===== config.mk =====
export PLATFORM = sky130hd
export DESIGN_NAME = reg_context_sequencer
export DESIGN_NICKNAME = d
export VERILOG_FILES = /design/src/rtl/reg_context_sequencer_pkg.sv /design/src/rtl/reg_context_sequencer.sv
export SDC_FILE = /design/constraint.sdc
export NUM_CORES = 1
export LEC_CHECK = 0
export CORE_AREA = 2 2 94 96
export CTS_CLUSTER_SIZE = 14
export DETAILED_ROUTE_END_ITERATION = 10
export DIE_AREA = 0 0 96 98
export HOLD_SLACK_MARGIN = 0.03
export PLACE_DENSITY = 0.79
export SLEW_MARGIN = 5
export SYNTH_ARGS = -nofsm -noshare
export SYNTH_HDL_FRONTEND = slang
export SYNTH_SLANG_ARGS = --single-unit

===== constraint.sdc =====
create_clock -name clock -period 5.3 [get_ports clock]
set_clock_uncertainty 0.1 [all_clocks]
set_input_delay 1.06 -clock clock [delete_from_list [all_inputs] [get_ports clock]]
set_output_delay 1.06 -clock clock [all_outputs]
set_load 0.05 [all_outputs]

===== src/rtl/reg_context_sequencer_pkg.sv =====
// Shared definitions for the register-context sequencer: bank geometry,
// first saved index and the FSM state type.
package reg_context_sequencer_pkg;

    localparam int unsigned CTX_NUM_REGS   = 32;
    localparam int unsigned CTX_RADDR_W    = 5;
    localparam int unsigned CTX_DATA_W     = 32;
    localparam int unsigned CTX_MEM_ADDR_W = 10;

    // r0 is hardwired in the bank, so a context slot starts at r1
    localparam int unsigned CTX_FIRST_IDX  = 1;

    typedef enum logic [2:0] {
        ST_IDLE     = 3'd0,
        ST_SAVE     = 3'd1,
        ST_REST_REQ = 3'd2,
        ST_REST_WR  = 3'd3,
        ST_DONE     = 3'd4,
        ST_ABORT    = 3'd5
    } ctx_state_e;

    // States that are walking the register index and may be cancelled
    function automatic logic ctx_in_transfer(input ctx_state_e s);
        return (s == ST_SAVE) || (s == ST_REST_REQ) || (s == ST_REST_WR);
    endfunction

endpackage


===== src/rtl/reg_context_sequencer.sv =====
// Context save/restore sequencer for the 32x32 register bank.
// SAVE streams r1..r31 to memory at base+idx; RESTORE reads base+idx and
// writes it back into the bank one register per read. The core is stalled
// while busy is high.
module reg_context_sequencer
    import reg_context_sequencer_pkg::*;
#(
    parameter int unsigned NUM_REGS   = CTX_NUM_REGS,
    parameter int unsigned RADDR_W    = CTX_RADDR_W,
    parameter int unsigned DATA_W     = CTX_DATA_W,
    parameter int unsigned MEM_ADDR_W = CTX_MEM_ADDR_W
) (
    input  logic                  clock,
    input  logic                  reset,
    input  logic                  start_save,
    input  logic                  start_restore,
    input  logic                  abort,
    input  logic [MEM_ADDR_W-1:0] base_addr,
    output logic                  busy,
    output logic                  done,
    output logic                  aborted,
    output logic [RADDR_W-1:0]    rf_addr,
    input  logic [DATA_W-1:0]     rf_rdata,
    output logic [DATA_W-1:0]     rf_wdata,
    output logic                  rf_we,
    output logic                  mem_req,
    output logic                  mem_we,
    output logic [MEM_ADDR_W-1:0] mem_addr,
    output logic [DATA_W-1:0]     mem_wdata,
    input  logic                  mem_ack,
    input  logic [DATA_W-1:0]     mem_rdata
);

    localparam logic [RADDR_W-1:0] FIRST_IDX = RADDR_W'(CTX_FIRST_IDX);
    localparam logic [RADDR_W-1:0] LAST_IDX  = RADDR_W'(NUM_REGS - 1);

    ctx_state_e              state_q, state_d;
    logic [RADDR_W-1:0]      idx_q, idx_d;
    logic [MEM_ADDR_W-1:0]   base_q, base_d;
    logic [DATA_W-1:0]       rf_wdata_q, rf_wdata_d;

    logic                    busy_q, busy_d;
    logic                    done_q, done_d;
    logic                    aborted_q, aborted_d;
    logic [RADDR_W-1:0]      rf_addr_q, rf_addr_d;
    logic                    rf_we_q, rf_we_d;
    logic                    mem_req_q, mem_req_d;
    logic                    mem_we_q, mem_we_d;
    logic [MEM_ADDR_W-1:0]   mem_addr_q, mem_addr_d;

    // Next state, index, latched base and restore capture register
    always_comb begin
        state_d    = state_q;
        idx_d      = idx_q;
        base_d     = base_q;
        rf_wdata_d = rf_wdata_q;

        case (state_q)
            ST_IDLE: begin
                // save has priority when both starts arrive together
                if (start_save) begin
                    state_d = ST_SAVE;
                    base_d  = base_addr;
                    idx_d   = FIRST_IDX;
                end else if (start_restore) begin
                    state_d = ST_REST_REQ;
                    base_d  = base_addr;
                    idx_d   = FIRST_IDX;
                end
            end
            ST_SAVE: begin
                if (mem_ack) begin
                    if (idx_q == LAST_IDX) begin
                        state_d = ST_DONE;
                    end else begin
                        idx_d = idx_q + RADDR_W'(1);
                    end
                end
            end
            ST_REST_REQ: begin
                if (mem_ack) begin
                    rf_wdata_d = mem_rdata;
                    state_d    = ST_REST_WR;
                end
            end
            ST_REST_WR: begin
                if (idx_q == LAST_IDX) begin
                    state_d = ST_DONE;
                end else begin
                    idx_d   = idx_q + RADDR_W'(1);
                    state_d = ST_REST_REQ;
                end
            end
            ST_DONE:  state_d = ST_IDLE;
            ST_ABORT: state_d = ST_IDLE;
            default:  state_d = ST_IDLE;
        endcase

        // Abort replaces whatever successor was chosen above; a transfer
        // acked in this same cycle has already completed on the memory side.
        if (abort && ctx_in_transfer(state_q)) begin
            state_d = ST_ABORT;
        end
    end

    // Registered outputs decoded from the next state so they line up with it
    always_comb begin
        busy_d     = (state_d != ST_IDLE);
        done_d     = (state_d == ST_DONE);
        aborted_d  = (state_d == ST_ABORT);
        mem_req_d  = (state_d == ST_SAVE) || (state_d == ST_REST_REQ);
        mem_we_d   = (state_d == ST_SAVE);
        mem_addr_d = mem_req_d ? (base_d + MEM_ADDR_W'(idx_d)) : '0;
        rf_we_d    = (state_d == ST_REST_WR);
        rf_addr_d  = ctx_in_transfer(state_d) ? idx_d : '0;
    end

    // State and output registers with synchronous active-low reset
    always_ff @(posedge clock) begin
        if (!reset) begin
            state_q    <= ST_IDLE;
            idx_q      <= FIRST_IDX;
            base_q     <= '0;
            rf_wdata_q <= '0;
            busy_q     <= 1'b0;
            done_q     <= 1'b0;
            aborted_q  <= 1'b0;
            rf_addr_q  <= '0;
            rf_we_q    <= 1'b0;
            mem_req_q  <= 1'b0;
            mem_we_q   <= 1'b0;
            mem_addr_q <= '0;
        end else begin
            state_q    <= state_d;
            idx_q      <= idx_d;
            base_q     <= base_d;
            rf_wdata_q <= rf_wdata_d;
            busy_q     <= busy_d;
            done_q     <= done_d;
            aborted_q  <= aborted_d;
            rf_addr_q  <= rf_addr_d;
            rf_we_q    <= rf_we_d;
            mem_req_q  <= mem_req_d;
            mem_we_q   <= mem_we_d;
            mem_addr_q <= mem_addr_d;
        end
    end

    assign busy     = busy_q;
    assign done     = done_q;
    assign aborted  = aborted_q;
    assign rf_addr  = rf_addr_q;
    assign rf_we    = rf_we_q;
    assign rf_wdata = rf_wdata_q;
    assign mem_req  = mem_req_q;
    assign mem_we   = mem_we_q;
    assign mem_addr = mem_addr_q;

    // The bank read port is combinational on rf_addr, so save data passes
    // straight through; rf_addr is held until ack, which keeps it stable.
    assign mem_wdata = (state_q == ST_SAVE) ? rf_rdata : '0;

endmodule


==> metrics.yaml, run 1 <==
global_routing:
  gr-usage-all-layers_pct: 19.27
  grt_pass1_wl_mm: 14.36
  overflow: 0
  grt_max_degree: 51
  grt_pass1_vias: 3069
  antenna_found_initial: 0
critical_path:
  required_ns: 5.43
  cp-start-kind: "input port"
  slowest_delay_ns: 0.51
  cp_cell_sequence: "clkdlybuf4s50_1 > or2_1 > nand2_1 > nor2_1 > o31a_1 > a21oi_1 > inv_1 > ha_1 > a21o_1 > a21oi_1 > nand2b_1 > o211ai_4 > a31oi_1 > mux2i_1"
  crit_buf_inv: 2
  cp_slowest_cell: "clkdlybuf4s50_1"
  cp-end-kind: "flip-flop"
  arrival_ns: 4.10
  cp_top_family: "compound AO/OA/AOI/OAI gates"
  crit_top_cell: "a21oi_1"
  crit_fanout: 6
  crit_type: "input port to flip-flop"
synthesis:
  synth_cells: 381
  synthMostInstantiatedCell: "nand2_1"
  synthTopCellsByCount: "78 x nand2_1, 71 x dfxtp_1, 36 x and3_1, 32 x a21boi_0"
  yosysSeqAreaShare_pct: 42.61
  async_flop_share_pct: 0
  synth_nets: 467
  synth_top_area_share_pct: 42.61
  syn_area_per_cell_um2: 8.755
  synth_area_leader_cell: "dfxtp_1"
  synth_seq_cells: 71
  synth-edff-count: 0
  syn-cell-area_mm2: 0.003336
  yosysWarnings: 0
  ys_types: 57
  synth_area_leaders: "dfxtp_1 43%, nand2_1 8.8%, a21boi_0 7.2%"
  synthFlopType: "dfxtp_1"
sta:
  fin_crit_ns: 3.974
  setup_slack_ns: 1.326
  max_freq_mhz: 251.6
  worstMarginPinSlew_ns: 1.087
  period_share_pct: 74.99
  hold_violations: 0
  setup_tns_ns: 0
  maxSlewViolCount: 0
  rsz0062_at_grt: "no"
  setup_viol: 0
  slew_headroom_pct: 27.52
power:
  internal-power_mw: 1.014
  power.switching_mw: 0.4362
  pwr-share-clk_pct: 33.6
  seqPwrFrac_pct: 39.5
  peakVddDrop_mv: 0.1947
  p_per_area_mw_per_mm2: 274.7
  comb_power_share_pct: 26.9
  power_leakage_nw: 2.016
  p_sw_share_pct: 30.09
die:
  fp.coreArea_mm2: 0.008466
  die_w_um: 96
  initial_core_util_pct: 39.40
  rows: 34
  ios: 165
  dieArea_mm2: 0.009408
  die_y_um: 98
hold_path:
  hold_path.class: "flip-flop to flip-flop"
placed_design:
  gp_congestion: 0.8238
  dp.final_hpwl_mm: 7.042
  dp_slack_ns: 1.049
  io_buffers: 164
detailed_routing:
  vias_per_cell: 5.023
  vias: 3265
  drt-initial-drc-count: 86
  drt_wl_total_mm: 9.214
  drc: 0
  ant_nets: 0
  drt-pass1-iter-count: 4
  wl_per_cell_um: 14.18
final_layout:
  fill_cells: 726
  multi_input_area_mm2: 0.001764
  antennaDiodeCount: 0
  regArea_mm2: 0.001421
  layout-drive-gt1-share_pct: 7.380
  synthToLayoutAreaGrowth_pct: 58.21
  nets: 623
clock_network:
  cts_root_buf: "clkbuf_8"
  hold_buffers: 0
  cts_tree: "yes"
  ctsHtreeMaxLevel: 3
  numClockSinks: 71
  path_clk_slew_ns: 0.07
  cts.repair.resized: 0
  cts_buffers: 9
  postCtsSetupBuffers: 0
  clockBufferDepth: 2
  insertion_delay_ns: 0.33
run:
  maxCapViolations: 0
outcome:
  status: "finished clean"
[per-stage QoR]
step           hold WS (ns)  total power [mW]  utilization [%]  instance area (um^2)  cells
6_report             0.3637             1.450            62.34                  5278    650
5_1_grt              0.3795             1.516            62.34                  5278    650
4_1_cts              0.3672             1.466            62.34                  5278    650
3_5_place_dp         0.3568            0.9749            59.61                  5046    634
3_3_place_gp         0.3492            0.9682            59.61                  5046    634
2_1_floorplan        0.3905            0.8243                -                  3336    381
[layout make-up]
cell class / count / share of cell area, %
multi-input combinational: 274 / 33.43
clock inverter: 5 / 1.517
clock buffer: 11 / 2.869
timing repair buffer: 168 / 31.67
tap: 108 / 2.560
sequential: 71 / 26.93
inverter: 13 / 1.019
[registers in the layout (all words and copies together) (netlist names)]
name,cells
aborted,1
base_q,10
busy,1
done,1
idx_q,5
mem_addr,10
mem_req,1
mem_we,1
rf_addr,5
rf_wdata,32
rf_we,1
state_q,3
[layout by cell type (no fill, tap or decap), types with 3 or more instances in the layout]
cell type / instances
and2_1: 8
a21oi_1: 6
nand3_1: 3
mux2i_1: 9
nor2b_1: 11
a31oi_1: 6
nand2_1: 78
nor2_1: 18
nand2b_1: 8
a21boi_0: 32
dfxtp_1: 71
clkbuf_8: 11
and3_1: 36
mux2_2: 5
buf_4: 4
o21ai_0: 3
inv_1: 12
clkdlybuf4s50_1: 164
ha_1: 5
[power by group through the flow]
| stage | registers (mW) | clock network [mW] | logic (mW) |
|---|---|---|---|
| 2_1_floorplan | 0.634 | 0 | 0.190 |
| 3_5_place_dp | 0.585 | 0 | 0.390 |
| 3_3_place_gp | 0.585 | 0 | 0.384 |
| 5_1_grt | 0.577 | 0.525 | 0.414 |
| 6_report | 0.573 | 0.487 | 0.389 |
| 4_1_cts | 0.573 | 0.501 | 0.392 |
[path summary, 6_finish.rpt]
path / from / end / slack [ns] / depth (start not counted)
setup / recovery: mem_ack / mem_addr[7] / 1.33 / 14
hold / removal: rf_wdata[19] / rf_wdata[19] / 0.36 / 2
setup reg to reg: state_q[0] / mem_addr[4] / 1.98 / 14
hold reg to reg: rf_wdata[19] / rf_wdata[19] / 0.36 / 2
[worst min-delay path: stages, from the launching register on]
cell,delay (ns)
dfxtp_1,0.31
nand2_1,0.04
a21boi_0,0.06
[logic make-up (layout without fill, tap and decap cells)]
logic type / Yosys count / count (layout) / synth area share, %
adder cells (fa/ha/maj): 6 / 6 / 2.476
AND/OR/NAND/NOR: 180 / 180 / 27.16
multiplexers: 15 / 15 / 4.839
AO/OA/AOI/OAI: 70 / 70 / 17.48
buffers and inverters: 36 / 197 / 4.651
XOR/XNOR: 3 / 3 / 0.7878
flip-flops: 71 / 71 / 42.61
[layer usage]
metal | GRT usage, % | vias up | part of all wire (%)
met1 | 20.74 | 1497 | 38
li1 | - | 1610 | -
met3 | 5.015 | 18 | 8.7
met2 | 34.94 | 140 | 51
met4 | 7.802 | 0 | 2.1
met5 | 0 | - | 0
Note: power is estimated with default switching activity, not from simulation.
==> run 2: changes to the inputs <==
--- a/config.mk
+++ b/config.mk
@@ -5,12 +5,12 @@
 export SDC_FILE = /design/constraint.sdc
 export NUM_CORES = 1
 export LEC_CHECK = 0
-export CORE_AREA = 2 2 94 96
+export CORE_AREA = 2 2 98 100
 export CTS_CLUSTER_SIZE = 14
 export DETAILED_ROUTE_END_ITERATION = 10
-export DIE_AREA = 0 0 96 98
+export DIE_AREA = 0 0 100 102
 export HOLD_SLACK_MARGIN = 0.03
-export PLACE_DENSITY = 0.79
+export PLACE_DENSITY = 0.77
 export SLEW_MARGIN = 5
 export SYNTH_ARGS = -nofsm -noshare
 export SYNTH_HDL_FRONTEND = slang
==> constraint.sdc (replaced) <==
create_clock -name clock -period 3.5 [get_ports clock]
set_clock_uncertainty 0.1 [all_clocks]
set_input_delay 0.7 -clock clock [delete_from_list [all_inputs] [get_ports clock]]
set_output_delay 0.7 -clock clock [all_outputs]
set_load 0.05 [all_outputs]
==> run 2 against run 1 <==
- power increased by 46%
- sequential share of layout area fell by 1.6 points
- flip-flop and latch count did not move
- clock power up 17%
- non-clock buffer count rose by 10
- design area rose by 6.4%
==> metrics.yaml, run 2 (synthesis results as in run 1) <==
sta:
  worstMarginPinSlew_ns: 1.087  # about the same
  slew_headroom_pct: 27.53  # was 27.52%
  setup_viol: 0  # unchanged
  fin_hold_ws_ns: 0.3635  # was 0.3637 ns
  fin_crit_ns: 3.282
  period_share_pct: 93.78
  maxSlewViolCount: 0  # unchanged
  max_freq_mhz: 304.7
  hold_violations: 0  # unchanged
  rsz0062_at_grt: "yes"  # was no
detailed_routing:
  drc: 0  # unchanged
  drt-pass1-iter-count: 4  # unchanged
  vias: 3278  # was 3265
  wl_per_cell_um: 14.51  # was 14.18 um
  vias_per_cell: 4.944  # was 5.023
  ant_nets: 0  # unchanged
  drt_wl_total_mm: 9.620  # was 9.214 mm
  drt-initial-drc-count: 92  # was 86
final_layout:
  synthToLayoutAreaGrowth_pct: 68.27  # was 58.21%
  antennaDiodeCount: 0  # unchanged
  final_common_cell: "clkdlybuf4s50_1"  # unchanged
  layout-drive-gt1-share_pct: 14.31  # was 7.380%
  fin_area_mm2: 0.005613  # was 0.005278 mm^2
  nets: 633  # was 623
  final_core_util_pct: 61.62  # was 62.34%
  largest_reg_flops: 32  # unchanged
  final_cell_mix: "132 x clkdlybuf4s50_1, 78 x nand2_1, 71 x dfxtp_1"  # was 164 x clkdlybuf4s50_1, 78 x nand2_1, 71 x dfxtp_1
die:
  dieArea_mm2: 0.01020  # was 0.009408 mm^2
  die_y_um: 102  # was 98 um
  ios: 165  # unchanged
  initial_core_util_pct: 36.62  # was 39.40%
  rows: 35  # was 34
  die_w_um: 100  # was 96 um
  fp.coreArea_mm2: 0.009109  # was 0.008466 mm^2
critical_path:
  cp-end-kind: "flip-flop"  # unchanged
  required_ns: 3.61  # was 5.43 ns
  cp-start-kind: "input port"  # unchanged
  crit_type: "input port to flip-flop"  # unchanged
  arrival_ns: 3.39  # was 4.10 ns
  crit_fanout: 6  # unchanged
clock_network:
  insertion_delay_ns: 0.33  # about the same
  path_clk_slew_ns: 0.07  # about the same
  cts_root_buf: "clkbuf_8"  # unchanged
  postCtsSetupBuffers: 0  # unchanged
  hold_buffers: 0  # unchanged
  numClockSinks: 71  # unchanged
  clockBufferDepth: 2  # unchanged
  ctsHtreeMaxLevel: 3  # unchanged
  cts_tree: "yes"  # unchanged
  cts_buffers: 9  # unchanged
  cts.repair.resized: 0  # unchanged
global_routing:
  grt_pass1_vias: 3237  # was 3069
  gr-usage-all-layers_pct: 19.00  # was 19.27%
  grt_pass1_wl_mm: 15.38  # was 14.36 mm
  overflow: 0  # unchanged
  grt_max_degree: 50  # was 51
  antenna_found_initial: 0  # unchanged
placed_design:
  io_buffers: 164  # unchanged
  place_area_mm2: 0.005445  # was 0.005046 mm^2
  gp_congestion: 0.8625  # was 0.8238
  dp.final_hpwl_mm: 7.409  # was 7.042 mm
power:
  power_leakage_nw: 2.198  # was 2.016 nW
  finalPower_mw: 2.111  # was 1.450 mW
  peakVddDrop_mv: 0.2749  # was 0.1947 mV
  p_per_area_mw_per_mm2: 376.1  # was 274.7 mW/mm^2
run:
  maxCapViolations: 0  # unchanged
hold_path:
  hold_path.class: "flip-flop to flip-flop"  # unchanged
outcome:
  status: "finished clean"  # unchanged
run 2: cell types whose count changed in the layout (fill, tap and decap cells not counted):
cell             previous run  this run
clkdlybuf4s50_1           164       132
clkinv_2                    1         2
clkbuf_1                    0         3
clkbuf_8                   11        10
bufinv_16                   2         0
buf_4                       4        14
clkinvlp_4                  2         0
clkinv_4                    1         2
buf_12                      0        32
run 2: path summary, 6_finish.rpt:
path,start,endpoint,slack (ns),cells after the start
hold / removal,rf_wdata[12],rf_wdata[12],0.36,2
hold reg to reg,rf_wdata[12],rf_wdata[12],0.36,2
setup / recovery,mem_ack,mem_addr[4],0.22,15
setup reg to reg,state_q[0],mem_addr[4],0.46,14
run 2: worst max-delay path, stage by stage:
cell             delay (ns)
clkdlybuf4s50_1        0.51
or2_1                  0.26
nand2_1                0.10
nor2_1                 0.07
xor2_1                 0.14
nor2_1                 0.17
inv_1                  0.07
ha_1                   0.21
inv_1                  0.07
fa_1                   0.17
nor2b_1                0.05
or2_2                  0.33
o31ai_4                0.27
nand3_1                0.12
nor3b_1                0.14
run 2: metrics by stage:
step	setup TNS [ns]	setup WS, ns	std cells
after detailed placement	-0.4632	-0.1151	647
after global placement	-0.04195	-0.01610	647
after global routing	-0.004840	-0.004840	663
after floorplan	0	0.2499	381
after CTS	0	0.2408	663
final	0	0.2176	663
run 2: power breakdown:
part	total, mW	switching (mW)	leakage [nW]	internal (mW)
registers	0.868	0.0224	0.577	0.846
clock network	0.571	0.294	0.0874	0.277
logic	0.672	0.356	1.53	0.316
run 2: layer usage:
metal / GRT usage [%] / share of wire (%)
met5: 0 / 0
met4: 7.271 / 1.9
met3: 5.130 / 8.6
met2: 36.23 / 52
met1: 19.93 / 38
run 2: final cells by class:
type | instances | area, um^2
inverters | 13 | 53.80
well taps | 111 | 138.9
clock inverters | 3 | 18.77
clock buffers | 13 | 148.9
repair buffers | 178 | 2067
multi-input cells | 274 | 1764
fillers | 762 | 3496
flip-flops and latches | 71 | 1421
==> run 3: changes to the inputs <==
--- a/config.mk
+++ b/config.mk
@@ -5,12 +5,12 @@
 export SDC_FILE = /design/constraint.sdc
 export NUM_CORES = 1
 export LEC_CHECK = 0
-export CORE_AREA = 2 2 98 100
+export CORE_AREA = 2 2 94 96
 export CTS_CLUSTER_SIZE = 14
 export DETAILED_ROUTE_END_ITERATION = 10
-export DIE_AREA = 0 0 100 102
+export DIE_AREA = 0 0 96 98
 export HOLD_SLACK_MARGIN = 0.03
-export PLACE_DENSITY = 0.77
+export PLACE_DENSITY = 0.79
 export SLEW_MARGIN = 5
 export SYNTH_ARGS = -nofsm -noshare
 export SYNTH_HDL_FRONTEND = slang
==> constraint.sdc (replaced) <==
create_clock -name clock -period 3.4 [get_ports clock]
set_clock_uncertainty 0.1 [all_clocks]
set_input_delay 0.68 -clock clock [delete_from_list [all_inputs] [get_ports clock]]
set_output_delay 0.68 -clock clock [all_outputs]
set_load 0.05 [all_outputs]
==> run 3 against run 2 <==
- critical path depth is 2 lower
- sequential share of layout area is 0.12 points lower
- cell count down 0.30%
- routed wire length down 2.6%
- sequential power rose by 2.9%
- non-clock buffer count up 4
- worst setup slack better by 0.0062 ns
- via count up 0.12%
- design area is 0.49% higher
- largest power group unchanged
- highest routed layer unchanged
- die area is 7.8% lower
- first-iteration DRC count shrank 8.7%
- largest cell class unchanged
- power grew 1.4%
==> metrics.yaml, run 3 (synthesis results as in run 1) <==
critical_path:
  r2r_slack_ns: 0.30  # was 0.46 ns
  cp-start-kind: "input port"  # unchanged
  required_ns: 3.55  # was 3.61 ns
  arrival_ns: 3.33  # was 3.39 ns
  crit-reg2reg-launch: "state_q[0]"  # unchanged
  cp_slowest_cell: "clkdlybuf4s50_1"  # unchanged
  cp_top_family: "buffers and inverters"  # was simple AND/OR/NAND/NOR gates
  crit_fanout: 6  # unchanged
  r2r_cells: 14  # unchanged
  crit_buf_inv: 3  # unchanged
  cp-end-kind: "flip-flop"  # unchanged
  critical_path_depth: 13  # was 15
  crit_type: "input port to flip-flop"  # unchanged
  slowest_delay_ns: 0.50  # was 0.51 ns
  r2r_end: "mem_addr[4]"  # unchanged
  cp_cell_sequence: "clkdlybuf4s50_1 > nor2_2 > nor4_4 > buf_4 > mux2_2 > ha_1 > inv_1 > fa_1 > nor2b_1 > or2_4 > o31ai_4 > a21oi_1 > nor3b_1"  # was clkdlybuf4s50_1 > or2_1 > nand2_1 > nor2_1 > xor2_1 > nor2_1 > inv_1 > ha_1 > inv_1 > fa_1 > nor2b_1 > or2_2 > o31ai_4 > nand3_1 > nor3b_1
power:
  seqPwrFrac_pct: 41.7  # was 41.1%
  pwr-share-clk_pct: 25.6  # was 27.1%
  p_per_area_mw_per_mm2: 379.7  # was 376.1 mW/mm^2
  comb_power_share_pct: 32.7  # was 31.8%
  power_leakage_nw: 2.219  # was 2.198 nW
  peakVddDrop_mv: 0.2386  # was 0.2749 mV
  internal-power_mw: 1.472  # was 1.438 mW
  power.switching_mw: 0.6692  # was 0.6731 mW
  p_sw_share_pct: 31.25  # was 31.88%
clock_network:
  cts_tree: "yes"  # unchanged
  numClockSinks: 71  # unchanged
  path_clk_slew_ns: 0.07  # about the same
  cts_buffers: 9  # unchanged
  cts_root_buf: "clkbuf_8"  # unchanged
  insertion_delay_ns: 0.33  # about the same
  ctsHtreeMaxLevel: 3  # unchanged
  clockBufferDepth: 2  # unchanged
die:
  die_y_um: 98  # was 102 um
  die_w_um: 96  # was 100 um
  dieArea_mm2: 0.009408  # was 0.01020 mm^2
  initial_core_util_pct: 39.40  # was 36.62%
  ios: 165  # unchanged
  rows: 34  # was 35
  fp.coreArea_mm2: 0.008466  # was 0.009109 mm^2
sta:
  max_freq_mhz: 314.8
  hold_violations: 0  # unchanged
  maxSlewViolCount: 0  # unchanged
  setup_viol: 0  # unchanged
  rsz0062_at_grt: "no"  # was yes
  worstMarginPinSlew_ns: 1.079  # was 1.087 ns
  setup_slack_ns: 0.2238  # was 0.2176 ns
  fin_hold_ws_ns: 0.3603  # was 0.3635 ns
  fin_crit_ns: 3.176
  period_share_pct: 93.42
  slew_headroom_pct: 28.10  # was 27.53%
placed_design:
  dp_slack_ns: -0.2230  # was -0.1151 ns
  dp.final_hpwl_mm: 7.332  # was 7.409 mm
  io_buffers: 164  # unchanged
  place_area_mm2: 0.005464  # was 0.005445 mm^2
  gp_congestion: 0.9045  # was 0.8625
global_routing:
  grt_pass1_wl_mm: 14.97  # was 15.38 mm
  antenna_found_initial: 0  # unchanged
  gr-usage-all-layers_pct: 19.98  # was 19.00%
  grt_pass1_vias: 3184  # was 3237
  overflow: 0  # unchanged
  grt_max_degree: 50  # unchanged
detailed_routing:
  vias_per_cell: 4.965  # was 4.944
  wl_per_cell_um: 14.18  # was 14.51 um
  drt-initial-drc-count: 84  # was 92
  drt-pass1-iter-count: 5  # was 4
  drt_wl_total_mm: 9.373  # was 9.620 mm
  drc: 0  # unchanged
  vias: 3282  # was 3278
  ant_nets: 0  # unchanged
final_layout:
  final_cell_mix: "131 x clkdlybuf4s50_1, 78 x nand2_1, 71 x dfxtp_1"  # was 132 x clkdlybuf4s50_1, 78 x nand2_1, 71 x dfxtp_1
  antennaDiodeCount: 0  # unchanged
  final_common_cell: "clkdlybuf4s50_1"  # unchanged
  nets: 637  # was 633
  fin_area_mm2: 0.005640  # was 0.005613 mm^2
  largest_reg_flops: 32  # unchanged
  layout-drive-gt1-share_pct: 15.55  # was 14.31%
  synthToLayoutAreaGrowth_pct: 69.09  # was 68.27%
hold_path:
  hold_path.class: "flip-flop to flip-flop"  # unchanged
  min_from: "rf_wdata[15]"  # was rf_wdata[12]
  holdPathEnd: "rf_wdata[15]"  # was rf_wdata[12]
  hold_depth: 2  # unchanged
outcome:
  status: "finished clean"  # unchanged
run:
  maxCapViolations: 0  # unchanged
[run 3: cell count changes in the layout (fill, tap and decap cells not counted), sizes merged]
cell / before / now
clkbuf: 13 / 11
dlymetal6s2s: 0 / 1
buf: 46 / 50
clkinv: 4 / 3
clkdlybuf4s50: 132 / 131
[run 3: power groups by stage]
stage | logic (mW) | registers, mW | clock network (mW)
2_1_floorplan | 0.296 | 0.989 | 0
3_3_place_gp | 0.688 | 0.911 | 0
3_5_place_dp | 0.696 | 0.912 | 0
4_1_cts | 0.697 | 0.893 | 0.570
5_1_grt | 0.740 | 0.898 | 0.606
6_report | 0.700 | 0.893 | 0.549
[run 3: worst max-delay path by stage]
stage | startpoint | slack (ns) | endpoint
6_report | start_save | 0.22 | mem_addr[4]
2_1_floorplan | start_restore | 0.17 | mem_addr[6]
5_1_grt | start_save | 0.05 | mem_addr[7]
3_5_place_dp | mem_ack | -0.22 | mem_addr[9]
3_3_place_gp | start_save | -0.1 | mem_addr[7]
4_1_cts | mem_ack | 0.12 | mem_addr[9]
[run 3: timing repair]
item	in CTS	in global routing
hold buffers	0	0
gates resized for setup	0	6
buffers inserted	0	1
endpoints found under the setup margin	0	7
[run 3: final cells by class]
type / instances / area [um^2]
Timing Repair Buffer: 182 / 2100
Inverter: 13 / 53.80
Multi-Input combinational cell: 274 / 1779
Clock inverter: 2 / 10.01
Clock buffer: 11 / 141.4
Tap cell: 108 / 135.1
Sequential cell: 71 / 1421
Fill cell: 689 / 2825
[run 3: tightest hold or removal path, cell delays in order, from the launching register on]
cell and delay [ns]:
dfxtp_1 0.31, nand2_1 0.04, a21boi_0 0.06
[run 3: through the flow]
stage | instances | power [mW] | util [%] | TNS (ns)
global placement | 647 | 1.599 | 64.54 | -0.5620
floorplan | 381 | 1.285 | - | 0
CTS | 660 | 2.161 | 66.33 | 0
global route | 661 | 2.243 | 66.63 | 0
detailed placement | 647 | 1.607 | 64.54 | -1.300
finish | 661 | 2.142 | 66.63 | 0
[run 3: metal layers]
layer	vias up	global-route usage (%)	wire length, um
li1	1640	-	-
met1	1492	22.23	3669
met2	132	34.94	4713
met3	18	5.633	768
met4	0	8.462	221
met5	-	0	0
